===== src/rtl/serial_compare_controller.sv =====
// serial_compare_controller: unsigned magnitude comparator that reuses one
// 2-bit slice comparator. It scans the operands MSB-first, two bits per clock,
// and reports equal / greater / less through a start/done handshake.
// Optional feature macro: SERIAL_CMP_EARLY_EXIT_EN. When it is defined, the
// first unequal slice ends the scan. Without it, the scan always covers every
// slice, so the latency is the same for all operands.
module serial_compare_controller #(
  parameter int WIDTH = 8
) (
  input  logic             clk,
  input  logic             rst_n,
  input  logic             start,
  input  logic [WIDTH-1:0] A,
  input  logic [WIDTH-1:0] B,
  output logic             busy,
  output logic             done,
  output logic             equal,
  output logic             A_greater,
  output logic             A_less
);

  localparam int S  = WIDTH / 2;
  localparam int IW = (S > 1) ? $clog2(S) : 1;

  typedef enum logic [1:0] {
    IDLE,
    COMPARE,
    DONE
  } state_t;

  state_t          state;
  state_t          stateNext;
  logic [WIDTH-1:0] aReg;
  logic [WIDTH-1:0] bReg;
  logic [IW-1:0]    idx;
  logic [1:0]       sliceA;
  logic [1:0]       sliceB;
  logic             sliceEq;
  logic             sliceGt;
  logic             sliceLt;
  logic             lastSlice;
  logic             accept;
  logic             loadResult;
  logic             resEq;
  logic             resGt;
  logic             resLt;
`ifndef SERIAL_CMP_EARLY_EXIT_EN
  logic             decided;
  logic             decGt;
`endif

  // The operand registers shift left each compare step, so the slice being
  // examined is always the top two bits; idx only tracks how many remain.
  always_comb begin
    sliceA    = aReg[WIDTH-1 -: 2];
    sliceB    = bReg[WIDTH-1 -: 2];
    sliceEq   = (sliceA == sliceB);
    sliceGt   = (sliceA > sliceB);
    sliceLt   = (sliceA < sliceB);
    lastSlice = (idx == '0);
  end

  // Next-state logic, plus the result that gets written on entry to DONE.
  always_comb begin
    stateNext  = state;
    accept     = 1'b0;
    loadResult = 1'b0;
    resEq      = 1'b0;
    resGt      = 1'b0;
    resLt      = 1'b0;
    case (state)
      IDLE: begin
        if (start) begin
          accept    = 1'b1;
          stateNext = COMPARE;
        end
      end
      COMPARE: begin
`ifdef SERIAL_CMP_EARLY_EXIT_EN
        if (!sliceEq) begin
          loadResult = 1'b1;
          resGt      = sliceGt;
          resLt      = sliceLt;
          stateNext  = DONE;
        end else if (lastSlice) begin
          loadResult = 1'b1;
          resEq      = 1'b1;
          stateNext  = DONE;
        end
`else
        if (lastSlice) begin
          loadResult = 1'b1;
          resGt      = decided ? decGt  : sliceGt;
          resLt      = decided ? !decGt : sliceLt;
          resEq      = !decided && sliceEq;
          stateNext  = DONE;
        end
`endif
      end
      DONE: begin
        stateNext = IDLE;
      end
      default: begin
        stateNext = IDLE;
      end
    endcase
  end

  // State register. busy and done are registered from the next state, so no
  // input reaches an output without passing through a flop.
  always_ff @(posedge clk or negedge rst_n) begin
    if (!rst_n) begin
      state <= IDLE;
      busy  <= 1'b0;
      done  <= 1'b0;
    end else begin
      state <= stateNext;
      busy  <= (stateNext != IDLE);
      done  <= (stateNext == DONE);
    end
  end

  // Operand capture on the accepting edge, then one slice shift per compare cycle.
  always_ff @(posedge clk or negedge rst_n) begin
    if (!rst_n) begin
      aReg <= '0;
      bReg <= '0;
      idx  <= '0;
    end else if (accept) begin
      aReg <= A;
      bReg <= B;
      idx  <= IW'(S - 1);
    end else if (state == COMPARE) begin
      aReg <= aReg << 2;
      bReg <= bReg << 2;
      idx  <= idx - 1'b1;
    end
  end

`ifndef SERIAL_CMP_EARLY_EXIT_EN
  // The first unequal slice decides the outcome. Later slices cannot override it.
  always_ff @(posedge clk or negedge rst_n) begin
    if (!rst_n) begin
      decided <= 1'b0;
      decGt   <= 1'b0;
    end else if (accept) begin
      decided <= 1'b0;
      decGt   <= 1'b0;
    end else if (state == COMPARE && !decided && !sliceEq) begin
      decided <= 1'b1;
      decGt   <= sliceGt;
    end
  end
`endif

  // Result flags change only on the edge that enters DONE and then hold.
  always_ff @(posedge clk or negedge rst_n) begin
    if (!rst_n) begin
      equal     <= 1'b0;
      A_greater <= 1'b0;
      A_less    <= 1'b0;
    end else if (loadResult) begin
      equal     <= resEq;
      A_greater <= resGt;
      A_less    <= resLt;
    end
  end

endmodule


===== config.mk =====
export PLATFORM = sky130hd
export DESIGN_NAME = serial_compare_controller
export DESIGN_NICKNAME = d
export VERILOG_FILES = /design/src/rtl/serial_compare_controller.sv
export SDC_FILE = /design/constraint.sdc
export NUM_CORES = 1
export LEC_CHECK = 0
export CAP_MARGIN = 20
export CELL_PAD_IN_SITES_DETAIL_PLACEMENT = 0
export CELL_PAD_IN_SITES_GLOBAL_PLACEMENT = 1
export CORE_ASPECT_RATIO = 1.4
export CORE_MARGIN = 3
export CORE_UTILIZATION = 40
export DETAILED_ROUTE_END_ITERATION = 12
export PLACE_DENSITY = 0.87
export SLEW_MARGIN = 20
export SYNTH_ARGS = -nofsm -noshare
export SYNTH_HDL_FRONTEND = slang
export SYNTH_SLANG_ARGS = --single-unit

===== constraint.sdc =====
create_clock -name clk -period 4.1 [get_ports clk]
set_clock_uncertainty 0.1 [all_clocks]
set_input_delay 0.615 -clock clk [delete_from_list [all_inputs] [get_ports clk]]
set_output_delay 0.615 -clock clk [all_outputs]
set_load 0.02 [all_outputs]

---- After elaboration in Yosys (flattened, before gate mapping) ----
Index checks and enable logic that the tools add are counted.
storage, ports and cells
  bits in registers ....................... 27
  latch bits .............................. 0
  RAM bits ................................ 0
  memory bits (read-only) ................. 0
  input bits .............................. 19
  word-level logic and storage cells ...... 53
  memories kept ........................... 0
cells by class
  add/sub/neg operators ................... 1
  $mul .................................... 0
  divide/modulo/power cells ............... 0
  order comparisons ....................... 2
  equality and inequality tests ........... 3
  shifts and indexed selects .............. 0
  muxes and demuxes ....................... 25
  bitwise operators ....................... 0
  reduce and logical (&&, ||, !) cells .... 11
operator list
  cell                                              number
  2-to-1 mux 8 bit                                  4
  2-to-1 mux 1 bit                                  16
  2-to-1 mux 2 bit                                  4
  nonzero test 2 bit                                3
  logical NOT 2 bit                                 2
  one-hot mux 2 bit (2 select lines)                1
  logical AND 1 bit                                 3
  logical NOT 1 bit                                 3
  == test 2 x 1 -> 1 bit, second input constant     1
  == test 2 bit                                     1
  == test 2 bit, second input constant              1
  greater-than comparator 2 bit                     1
  less-than comparator 2 bit                        1
  subtractor 2 x 1 -> 2 bit, second input constant  1

---- Depth between registers and ports, before layout ----
  word-level depth ........................ 5
  depth in mapped cells ................... 6

---- Worst setup path after synthesis ----
Ideal clock, no wire load.
  path kind ............................... input to register
  start point ............................. in start
  end point ............................... reg bReg[3]
  setup time .............................. 129 ps
  arrival time ............................ 1194 ps
  data required time ...................... 3871 ps
  path slack .............................. 2677 ps
  cell stages on the path ................. 5
  path buffers ............................ 2
  path through ............................ nor2b_2 -> buf_6 -> buf_12 -> a21oi_2 -> o21ai_2
on the way
  word-level cells in the longest chain between the ends .. 3
ends and longest elaborated chain
  what                                                    RTL line  source
  start: declaration                                      12        input logic start,
  2-to-1 mux 1 bit (*)                                    73        if (start) begin
  2-to-1 mux 1 bit (*)                                    71        case (state)
  2-to-1 mux 8 bit or nonzero test 2 bit (tied branches)  -
  end signal: assignment                                  135       bReg <= bReg << 2;
  end: declaration                                        34        logic [WIDTH-1:0] bReg;
Every way passes the cells marked *; elsewhere a longest branch is shown, timed or not.
A chain may end at the register's enable or synchronous reset.

---- Worst setup path after layout ----
  start point ............................. in start
  end point ............................... reg decided
on the way
  word-level cells in the longest chain between the ends .. 3
ends and longest elaborated chain
  what                                                    RTL line  source
  2-to-1 mux 1 bit (*)                                    73
  2-to-1 mux 1 bit (*)                                    71
  2-to-1 mux 1 bit or nonzero test 2 bit (tied branches)  -
  end signal: assignment                                  144       decided <= 1'b0;
  end signal: assignment                                  147       decided <= 1'b0;
  end signal: assignment                                  150       decided <= 1'b1;
  end: declaration                                        48        logic decided;
Marks and branches as above.

==> flow_metrics.env <==
export IMPL_place_area_sq_um=1640
export IMPL_cts_inserted_buffers=3
export IMPL_insertedDiodeCount=0
export IMPL_synth_nets=158
export IMPL_drc_errors=0
export IMPL_ys_flop_type="dfrtp_1"
export IMPL_via_per_inst=5.36
export IMPL_htree_levels=1
export IMPL_grt_overflow=0
export IMPL_track_usage_pct=13.9
export IMPL_grt_max_degree=28
export IMPL_crit_fanout=18
export IMPL_maxCapViolations=0
export IMPL_hold_buffers=0
export IMPL_post_dp_hpwl_um=2040
export IMPL_power_total_mw=1.07
export IMPL_async_flop_share_pct=100
export IMPL_core_sq_um=3410
export IMPL_start_util_pct=41.9
export IMPL_hold_viol_final=0
export IMPL_post_cts_repair_setup_buffers=0
export IMPL_wl_per_cell_um=14.6
export IMPL_drv_slew=0
export IMPL_final_cell_mix="dfrtp_1 (27), clkdlybuf4s50_1 (23), and2b_1 (14)"
export IMPL_syn_area_per_cell_sq_um=10.6
export IMPL_status="completed"
export IMPL_synth_cell_types=31
export IMPL_ios=24
export IMPL_worst_pin_slew_ps=901
export IMPL_finalCritPeriodShare_pct=62.1
export IMPL_layout_area_overhead_vs_synth_pct=18.1
export IMPL_cp_start_kind="input port"
export IMPL_fmax_mhz=393
export IMPL_clock_sinks=27
export IMPL_end_kind="flop"
export IMPL_postRouteAntennaNets=0
export IMPL_gp_congestion=0.774
export IMPL_synth_warnings=0
export IMPL_stdcell_count=194
export IMPL_finalSetupViolCount=0
export IMPL_synth_yosys_seq_area_share_pct=47.3
export IMPL_port_buffers=23
export IMPL_grt_pass1_vias=1115
export IMPL_layout_drive_gt1_share_pct=13.6
export IMPL_postSynthCellCount=135
export IMPL_cts_tree="built"
export IMPL_rows=25
export IMPL_fin_nets=178
export IMPL_cp_required_ps=4160
export IMPL_grt_pass1_wl_um=4820
export IMPL_die_w_um=56.5
export IMPL_synth_edf_count=0
export IMPL_rsz0062_at_grt="no"
export IMPL_drt_iter0_drc=45
export IMPL_p_per_area_nw_per_um2=636
export IMPL_criticalPathCategory="input port to flop"
export IMPL_worstPathArrival_ps=2610
export IMPL_antenna_found_initial=0
export IMPL_fin_crit_ps=2550
export IMPL_cts_root_buffer="clkbuf_8"
export IMPL_path_clk_slew_ps=90
export IMPL_clkLatencyLatePin_ps=270
export IMPL_p_leak_nw=0.755
export IMPL_cts_buffer_depth=2
export IMPL_netlist_area_sq_um=1430
export IMPL_ir_drop_mv=0.295
export IMPL_wl_um=2830
export IMPL_tns_ps=0
export IMPL_die_h_um=76.7
export IMPL_timing_slew_headroom_pct=39.7
export IMPL_synth_seq_cells=27
export IMPL_cts_resized=0
export IMPL_fp_dieArea_sq_um=4330
export IMPL_dp_cells=190
export IMPL_hp_class="flop to flop"
export IMPL_firstDrtPassIters=4
export IMPL_layout_commonest_cell="dfrtp_1"
export IMPL_num_vias=1040
export IMPL_design_area_sq_um=1690
## metal layers
layer / global-route usage (%) / wire length (um) / vias to the layer above
met5: 0 / 0 / -
met4: 5.23 / 38 / 0
met3: 2.02 / 89 / 4
met2: 26.6 / 1600 / 21
met1: 14.7 / 1110 / 505
li1: - / - / 510
## critical path, stage by stage
cell and delay, ps:
clkdlybuf4s50_1 790, nor2b_2 840, nor2b_1 280, nor2_1 70
## stage by stage
stage | hold WS [ps] | utilization, % | setup WS (ps)
after detailed placement | 378 | 48.1 | 1260
after floorplan | 219 | - | 2680
after global placement | 360 | 48.1 | 1340
final | 395 | 49.4 | 1550
after global routing | 424 | 49.4 | 1430
after CTS | 400 | 49.4 | 1560
## synth_stat cells, types with 2 or more instances
library cell / number / area share, %
dfrtp_1: 27 / 47
and2b_1: 14 / 7.4
a22oi_1: 12 / 6.3
a21oi_2: 10 / 6.1
o21ai_1: 9 / 3.2
a21oi_1: 7 / 2.5
nand2_1: 7 / 1.8
inv_1: 6 / 1.6
o21ai_0: 6 / 2.1
ha_1: 4 / 3.5
nor2_1: 4 / 1.1
buf_2: 3 / 1.1
buf_6: 3 / 2.4
nor2b_1: 3 / 1.3
a31oi_1: 2 / 0.88
and2_1: 2 / 0.88
clkbuf_1: 2 / 0.53
## state kept, by name (all words and copies together) (netlist names)
name,count
equal,1
busy,1
state,2
aReg,8
A_less,1
idx,2
A_greater,1
bReg,8
done,1
decided,1
decGt,1
## cell families after synthesis
kind of cell    share of synthesized area, %
compound gates                          25.2
fa+ha+maj                               3.51
buf+inv                                 6.92
flops                                   47.3
mux                                     1.49
simple gates                            15.5
## where the power goes
part,internal (mW),leakage (nW),switching (mW),total [mW]
Sequential,0.369,0.346,0.110,0.478
Combinational,0.209,0.383,0.234,0.443
Clock,0.0680,0.0255,0.0828,0.151
Total,0.646,0.755,0.426,1.07
## layout make-up
class | instances | area (sq um)
Sequential cell | 27 | 676
Tap cell | 40 | 50.0
Multi-Input combinational cell | 93 | 653
Fill cell | 322 | 1720
Clock inverter | 1 | 5.00
Timing Repair Buffer | 24 | 238
Clock buffer | 3 | 41.3
Inverter | 6 | 22.5
## final timing paths
kind	from	endpoint	slack (ps)	cells past startpoint
max in group asynchronous	rst_n	equal$_DFFE_PN0P_	3020	2
max	start	decided$_DFFE_PN0P_	1550	4
max reg2reg	state[0]$_DFF_PN0_	decGt$_DFFE_PN0P_	2010	3
min reg2reg	aReg[6]$_DFFE_PN0P_	aReg[6]$_DFFE_PN0P_	400	2
min	aReg[6]$_DFFE_PN0P_	aReg[6]$_DFFE_PN0P_	400	2
min in group asynchronous	rst_n	bReg[2]$_DFFE_PN0P_	610	2
Note: power is estimated with default switching activity, not from simulation.
